**src/rtl/uart_pkg.sv**
```systemverilog
// uart_pkg: shared types and constants for the UART hex monitor.
//   MonState    - monitor FSM states
//   ASCII_*     - byte codes used for line parsing and the reply strings
//   reply_byte  - selects one byte of the "Ok\r\n" / "Er\r\n" reply
package uart_pkg;

    typedef enum logic [1:0] {
        IDLE      = 2'd0,
        ECHO_WAIT = 2'd1,
        RESP_SEND = 2'd2,
        RESP_WAIT = 2'd3
    } MonState;

    localparam logic [7:0] ASCII_CR = 8'h0D;
    localparam logic [7:0] ASCII_LF = 8'h0A;
    localparam logic [7:0] ASCII_O  = 8'h4F;
    localparam logic [7:0] ASCII_K  = 8'h6B;
    localparam logic [7:0] ASCII_E  = 8'h45;
    localparam logic [7:0] ASCII_R  = 8'h72;

    // Reply string is indexed rather than stored: idx 0..3 walks "Ok\r\n" or "Er\r\n".
    function automatic logic [7:0] reply_byte(input logic [1:0] idx, input logic ok);
        case (idx)
            2'd0:    reply_byte = ok ? ASCII_O : ASCII_E;
            2'd1:    reply_byte = ok ? ASCII_K : ASCII_R;
            2'd2:    reply_byte = ASCII_CR;
            2'd3:    reply_byte = ASCII_LF;
            default: reply_byte = ASCII_LF;
        endcase
    endfunction

endpackage

```
**src/rtl/uart_hex_monitor_if.sv**
```systemverilog
// uart_hex_monitor_if: byte-level handshake between the monitor and the UART.
//   rx_complete/rx_byte - received byte strobe and data (UART -> monitor)
//   tx_start/tx_byte    - transmit request and data    (monitor -> UART)
//   tx_done             - transmitter finished a byte  (UART -> monitor)
// master = monitor side, slave = UART side.
interface uart_hex_monitor_if;
    logic       rx_complete;
    logic [7:0] rx_byte;
    logic       tx_start;
    logic [7:0] tx_byte;
    logic       tx_done;

    modport master (
        input  rx_complete, rx_byte, tx_done,
        output tx_start, tx_byte
    );

    modport slave (
        output rx_complete, rx_byte, tx_done,
        input  tx_start, tx_byte
    );
endinterface

```
**src/rtl/uart_hex_monitor_hex_ascii_decode.sv**
```systemverilog
// hex_ascii_decode: combinational ASCII hex character decoder.
//   ascii_in - received byte
//   is_hex   - 1 for '0'-'9', 'a'-'f', 'A'-'F'
//   nibble   - value of the hex digit (0 when not hex)
module hex_ascii_decode (
    input  logic [7:0] ascii_in,
    output logic       is_hex,
    output logic [3:0] nibble
);

    // Classify the byte; letters map via low nibble + 9 ('A'/'a' low nibble is 1).
    always_comb begin
        is_hex = 1'b0;
        nibble = 4'h0;
        if ((ascii_in >= 8'h30) && (ascii_in <= 8'h39)) begin
            is_hex = 1'b1;
            nibble = ascii_in[3:0];
        end else if (((ascii_in >= 8'h41) && (ascii_in <= 8'h46)) ||
                     ((ascii_in >= 8'h61) && (ascii_in <= 8'h66))) begin
            is_hex = 1'b1;
            nibble = ascii_in[3:0] + 4'd9;
        end else begin
            is_hex = 1'b0;
            nibble = 4'h0;
        end
    end

endmodule

```
**src/rtl/uart_hex_monitor.sv**
```systemverilog
// uart_hex_monitor: accumulates ASCII hex digits from the UART receiver,
// optionally echoes them, and commits the value on CR with an "Ok\r\n" or
// "Er\r\n" reply through the UART transmitter.
//   clk, reset   - clock and synchronous active-high reset
//   bus          - rx/tx byte handshake (master modport)
//   value_out    - last committed value (4*DIGITS bits)
//   value_valid  - one-cycle pulse when value_out updates
//   digit_count  - digits on the current line, saturating at DIGITS+1
//   overrun      - sticky: an rx byte was dropped because the monitor was busy
module uart_hex_monitor
    import uart_pkg::*;
#(
    parameter int DIGITS = 2,
    parameter int ECHO   = 1
) (
    input  logic                   clk,
    input  logic                   reset,
    uart_hex_monitor_if.master     bus,
    output logic [4*DIGITS-1:0]    value_out,
    output logic                   value_valid,
    output logic [3:0]             digit_count,
    output logic                   overrun
);

    localparam int         W       = 4 * DIGITS;
    localparam logic [3:0] CNT_LIM = 4'(DIGITS);
    localparam logic [3:0] CNT_MAX = 4'(DIGITS + 32'sd1);
    localparam logic       ECHO_EN = (ECHO != 32'sd0);

    MonState        state_r, state_s;
    logic [W-1:0]   acc_r, acc_s;
    logic [W-1:0]   value_r, value_s;
    logic [3:0]     cnt_r, cnt_s;
    logic [1:0]     idx_r, idx_s;
    logic [7:0]     tx_byte_r, tx_byte_s;
    logic           err_r, err_s;
    logic           ok_r, ok_s;
    logic           echo_cr_r, echo_cr_s;
    logic           tx_start_r, tx_start_s;
    logic           valid_r, valid_s;
    logic           overrun_r, overrun_s;
    logic           is_hex_s;
    logic [3:0]     nibble_s;
    logic           is_cr_s;
    logic           line_ok_s;

    hex_ascii_decode u_decode (
        .ascii_in (bus.rx_byte),
        .is_hex   (is_hex_s),
        .nibble   (nibble_s)
    );

    assign is_cr_s   = (bus.rx_byte == ASCII_CR);
    // A line commits only with 1..DIGITS digits and no invalid character seen.
    assign line_ok_s = (cnt_r != 4'd0) && (cnt_r <= CNT_LIM) && !err_r;

    // Next-state and next-register values for the line parser and reply sequencer.
    always_comb begin
        state_s    = state_r;
        acc_s      = acc_r;
        value_s    = value_r;
        cnt_s      = cnt_r;
        idx_s      = idx_r;
        tx_byte_s  = tx_byte_r;
        err_s      = err_r;
        ok_s       = ok_r;
        echo_cr_s  = echo_cr_r;
        tx_start_s = 1'b0;
        valid_s    = 1'b0;
        overrun_s  = overrun_r;

        // Any byte arriving while busy is dropped, even alongside tx_done.
        if (bus.rx_complete && (state_r != IDLE)) begin
            overrun_s = 1'b1;
        end else begin
            overrun_s = overrun_r;
        end

        case (state_r)
            IDLE: begin
                if (bus.rx_complete && (bus.rx_byte != ASCII_LF)) begin
                    echo_cr_s = is_cr_s;
                    if (is_cr_s) begin
                        ok_s  = line_ok_s;
                        idx_s = 2'd0;
                        acc_s = '0;
                        cnt_s = 4'd0;
                        err_s = 1'b0;
                        if (line_ok_s) begin
                            value_s = acc_r;
                            valid_s = 1'b1;
                        end else begin
                            value_s = value_r;
                        end
                    end else if (is_hex_s) begin
                        acc_s = (acc_r << 4) | W'(nibble_s);
                        if (cnt_r < CNT_MAX) begin
                            cnt_s = cnt_r + 4'd1;
                        end else begin
                            cnt_s = cnt_r;
                        end
                    end else begin
                        err_s = 1'b1;
                    end

                    // Echo takes priority; without echo a CR starts the reply at once.
                    if (ECHO_EN) begin
                        state_s    = ECHO_WAIT;
                        tx_start_s = 1'b1;
                        tx_byte_s  = bus.rx_byte;
                    end else if (is_cr_s) begin
                        state_s    = RESP_SEND;
                        tx_start_s = 1'b1;
                        tx_byte_s  = reply_byte(2'd0, line_ok_s);
                    end else begin
                        state_s = IDLE;
                    end
                end else begin
                    state_s = IDLE;
                end
            end

            ECHO_WAIT: begin
                if (bus.tx_done) begin
                    if (echo_cr_r) begin
                        state_s    = RESP_SEND;
                        tx_start_s = 1'b1;
                        tx_byte_s  = reply_byte(idx_r, ok_r);
                    end else begin
                        state_s = IDLE;
                    end
                end else begin
                    state_s = ECHO_WAIT;
                end
            end

            // tx_start is already high in this cycle; just wait for completion.
            RESP_SEND: begin
                state_s = RESP_WAIT;
            end

            RESP_WAIT: begin
                if (bus.tx_done) begin
                    if (idx_r != 2'd3) begin
                        idx_s      = idx_r + 2'd1;
                        state_s    = RESP_SEND;
                        tx_start_s = 1'b1;
                        tx_byte_s  = reply_byte(idx_r + 2'd1, ok_r);
                    end else begin
                        state_s = IDLE;
                    end
                end else begin
                    state_s = RESP_WAIT;
                end
            end

            default: begin
                state_s = IDLE;
            end
        endcase
    end

    // FSM state register.
    always_ff @(posedge clk) begin
        if (reset) begin
            state_r <= IDLE;
        end else begin
            state_r <= state_s;
        end
    end

    // Datapath and output registers.
    always_ff @(posedge clk) begin
        if (reset) begin
            acc_r      <= '0;
            value_r    <= '0;
            cnt_r      <= 4'd0;
            idx_r      <= 2'd0;
            tx_byte_r  <= 8'h00;
            err_r      <= 1'b0;
            ok_r       <= 1'b0;
            echo_cr_r  <= 1'b0;
            tx_start_r <= 1'b0;
            valid_r    <= 1'b0;
            overrun_r  <= 1'b0;
        end else begin
            acc_r      <= acc_s;
            value_r    <= value_s;
            cnt_r      <= cnt_s;
            idx_r      <= idx_s;
            tx_byte_r  <= tx_byte_s;
            err_r      <= err_s;
            ok_r       <= ok_s;
            echo_cr_r  <= echo_cr_s;
            tx_start_r <= tx_start_s;
            valid_r    <= valid_s;
            overrun_r  <= overrun_s;
        end
    end

    assign bus.tx_start = tx_start_r;
    assign bus.tx_byte  = tx_byte_r;
    assign value_out    = value_r;
    assign value_valid  = valid_r;
    assign digit_count  = cnt_r;
    assign overrun      = overrun_r;

endmodule

```
**src/flat_wrapper.sv**
```systemverilog
// flat-port wrapper written by rule: the top's interface ports become plain ports
module uart_hex_monitor_flat import uart_pkg::*;
#(
    parameter int DIGITS = 2,
    parameter int ECHO   = 1
)
  (clk, reset, value_out, value_valid, digit_count, overrun, bus_rx_complete, bus_rx_byte, bus_tx_done, bus_tx_start, bus_tx_byte);
  uart_hex_monitor_if bus_i ();
  input  logic clk;
  input  logic reset;
  output logic [4*DIGITS-1:0] value_out;
  output logic value_valid;
  output logic [3:0] digit_count;
  output logic overrun;
  input wire logic [$bits(bus_i.rx_complete)-1:0] bus_rx_complete;
  input wire logic [$bits(bus_i.rx_byte)-1:0] bus_rx_byte;
  input wire logic [$bits(bus_i.tx_done)-1:0] bus_tx_done;
  output wire logic [$bits(bus_i.tx_start)-1:0] bus_tx_start;
  output wire logic [$bits(bus_i.tx_byte)-1:0] bus_tx_byte;
  assign bus_i.rx_complete = bus_rx_complete;
  assign bus_i.rx_byte = bus_rx_byte;
  assign bus_i.tx_done = bus_tx_done;
  assign bus_tx_start = bus_i.tx_start;
  assign bus_tx_byte = bus_i.tx_byte;
  uart_hex_monitor #(.DIGITS(DIGITS), .ECHO(ECHO)) u_core (.clk(clk), .reset(reset), .bus(bus_i), .value_out(value_out), .value_valid(value_valid), .digit_count(digit_count), .overrun(overrun));
endmodule
```
**config.mk**
```make
export PLATFORM = sky130hd
export DESIGN_NAME = uart_hex_monitor_flat
export DESIGN_NICKNAME = d
export VERILOG_FILES = /design/src/rtl/uart_pkg.sv /design/src/rtl/uart_hex_monitor_if.sv /design/src/rtl/uart_hex_monitor_hex_ascii_decode.sv /design/src/rtl/uart_hex_monitor.sv /design/src/flat_wrapper.sv
export SDC_FILE = /design/constraint.sdc
export NUM_CORES = 1
export LEC_CHECK = 0
export CORE_ASPECT_RATIO = 0.7
export CORE_MARGIN = 1.5
export CORE_UTILIZATION = 56
export CTS_CLUSTER_SIZE = 28
export DETAILED_ROUTE_END_ITERATION = 10
export DONT_BUFFER_PORTS = 1
export PLACE_DENSITY_LB_ADDON = 0.05
export SYNTH_ARGS = -nofsm -noshare
export SYNTH_HDL_FRONTEND = slang
export SYNTH_SLANG_ARGS = --single-unit
export TNS_END_PERCENT = 50
```
**constraint.sdc**
```tcl
create_clock -name clk -period 2.47 [get_ports clk]
set_input_delay 0.494 -clock clk [delete_from_list [all_inputs] [get_ports clk]]
set_output_delay 0.494 -clock clk [all_outputs]
set_load 0.01 [all_outputs]
```
==> metrics.yaml <==
run_status:
  status: "completed"
die:
  die_x_um: 73.9
  io_pins: 35
  die-area_sq_um: 3890
  die_y_um: 52.6
  core_region_area_sq_um: 3250
  num_rows: 17
  initial_core_util_pct: 60.6
sta:
  min_period_ns: 2.18
  fmaxAchievable_mhz: 459
  setup_ws_ns: 0.290
  drv_slew: 0
  skew_ns: 0.00894
  setup_viol: 0
  rsz0062_at_grt: "false"
  slew_headroom_pct: 57.6
  period_share_pct: 88.3
  holdWs_ns: 0.264
  tns_ns: 0
  max_slew.worst_pin.slew_ns: 0.635
  hold_violations: 0
layout:
  stdcell_area_sq_um: 2110
  final_nets: 238
  final_cells: 262
  num-fill-cells: 297
  layout-drive-gt1-share_pct: 10.2
  area_growth_pct: 6.98
  antennaDiodeCount: 0
synth:
  synth.net_count: 237
  synth_edf_count: 0
  yosysMostFrequentCell: "dfxtp_1"
  ys_seq_elements: 38
  synthDistinctLibCells: 51
  avgSynthCellArea_sq_um: 9.26
  ys_top_cells_by_count: "dfxtp_1 (38), nor2_1 (25), mux2i_1 (13)"
  synth_cells: 213
  netlist_area_sq_um: 1970
  synthArstFlopShare_pct: 0
  synth_area_leader_cell: "dfxtp_1"
  ys_seq_area_share_pct: 38.6
  synthTopCellsByArea: "dfxtp_1 (39%), ha_1 (7.6%), mux2i_1 (6.6%), nor2_1 (4.8%), a22o_1 (3.1%)"
  synth_top_area_share_pct: 38.6
  yosysWarningCount: 0
  ys.flop_type: "dfxtp_1"
worst_setup_path:
  cp_data_arrival_time_ns: 2.37
  crit_chain: "nor3b_4, nand4_4, nor3_1, buf_4, mux2i_1, nor2_1"
  max_stage_delay_ns: 0.51
  crit_fanout: 17
  crit_slowest_cell: "dfxtp_1"
  rr_worst_depth: 6
  cp-start-kind: "flop"
  crit_path_end_kind: "flop"
  required_ns: 2.66
  crit_type: "reg2reg"
place:
  post-place-ws_ns: 0.202
  routabilityCongestion: 0.914
  io_buffers: 0
  hpwl_um: 3130
  placedCellCount: 254
  place_area_sq_um: 2020
job:
  max_cap_viol_count: 0
route:
  num_vias: 1562
  ant_nets: 0
  wl_per_cell_um: 16.1
  drt-total-wl_um: 4230
  drt_iter0_markers: 92
  drcViolationCount: 0
  viasPerCell: 5.96
  drtPass1Iterations: 4
clocking:
  clk_path_buf_depth: 2
  post_cts_resized: 0
  post-cts-setup-buffers: 0
  root_buffer: "clkbuf_8"
  holdBufCountCts: 0
  clock_latency_ns: 0.29
  numCtsBuffers: 5
  cts_tree: "built"
  clk_pin_slew_ns: 0.07
  cts_sinks: 38
  htreeDepth: 2
pwr:
  p_per_area_nw_per_um2: 561
  ir_drop_mv: 0.358
  p_leak_nw: 0.789
min_path:
  hold_depth: 1
  hold_class: "in2reg"
global_route:
  grt_usage_pct: 24.1
  antenna_found_initial: 0
  grt_pass1_vias: 1486
  grt_max_degree: 31
  grt_overflow: 0
  grt_pass1_wl_um: 6990
critical path: cells and delay by family (launching register included):
family | cells | cell delay, ns
buffers and inverters | 1 | 0.23
flip-flops | 1 | 0.51
multiplexers | 1 | 0.20
AND/OR/NAND/NOR | 4 | 1.12
final timing paths:
check	from	endpoint	slack, ns
max	u_core.state_r[1]$_SDFF_PP0_	u_core.value_out[1]$_SDFFE_PP0P_	0.29
min	reset	u_core.overrun$_SDFFE_PP0P_	0.26
max reg2reg	u_core.state_r[1]$_SDFF_PP0_	u_core.value_out[1]$_SDFFE_PP0P_	0.29
min reg2reg	u_core.echo_cr_r$_SDFFE_PP0P_	u_core.echo_cr_r$_SDFFE_PP0P_	0.47
sequential cells by signal (all words and copies together) (netlist names):
signal               count
u_core.acc_r             8
u_core.digit_count       4
u_core.idx_r             2
u_core.value_out         8
u_core.err_r             1
u_core.echo_cr_r         1
u_core.value_valid       1
u_core.ok_r              1
u_core.state_r           2
u_core.bus.tx_start      1
u_core.overrun           1
u_core.bus.tx_byte       8
area by class of cell:
class | count | area [sq um] | share of cell area, %
sequential | 38 | 761 | 36.1
timing repair buffer | 5 | 37.5 | 1.78
clock buffer | 7 | 86.3 | 4.09
inverter | 9 | 33.8 | 1.60
clock inverter | 1 | 5.00 | 0.237
multi-input combinational | 155 | 1130 | 53.4
tap | 47 | 58.8 | 2.79
report_power, final:
group / internal (mW) / leakage [nW] / switching, mW
combinational: 0.0443 / 0.432 / 0.0547
sequential: 0.630 / 0.309 / 0.0192
clock: 0.225 / 0.0482 / 0.210
total: 0.899 / 0.789 / 0.284
per-stage QoR:
step           utilization [%]  total power [mW]
2_1_floorplan                -             0.747
3_3_place_gp              62.0             0.758
3_5_place_dp              62.0             0.761
4_1_cts                   64.8              1.19
5_1_grt                   64.8              1.23
6_report                  64.8              1.18
logic make-up (layout without fill, tap and decap cells):
kind of cell	after synthesis	count (layout)	synth area share, %
AO/OA/AOI/OAI	54	54	19.9
XOR/XNOR	1	1	0.444
adder cells (fa/ha/maj)	12	12	7.61
buffers and inverters	20	22	4.25
flip-flops	38	38	38.6
multiplexers	13	13	6.60
AND/OR/NAND/NOR	75	75	22.7
layout by cell type (no fill, tap or decap), types with 5 or more instances in the layout:
cell       n
o21ai_0   10
nand2b_1   6
ha_1      12
a22o_1     7
inv_1      9
buf_4      5
nor2_1    25
clkbuf_8   6
dfxtp_1   38
mux2i_1   13
nor3_1     6
nand2_1    9
a21oi_1   11
metal layers:
layer | global-route usage [%] | share of wire, %
met5 | 0 | 0
met2 | 34.2 | 41
met3 | 7.88 | 7.9
met4 | 9.57 | 1.4
met1 | 33.3 | 50
(Power assumes the default switching activity.)
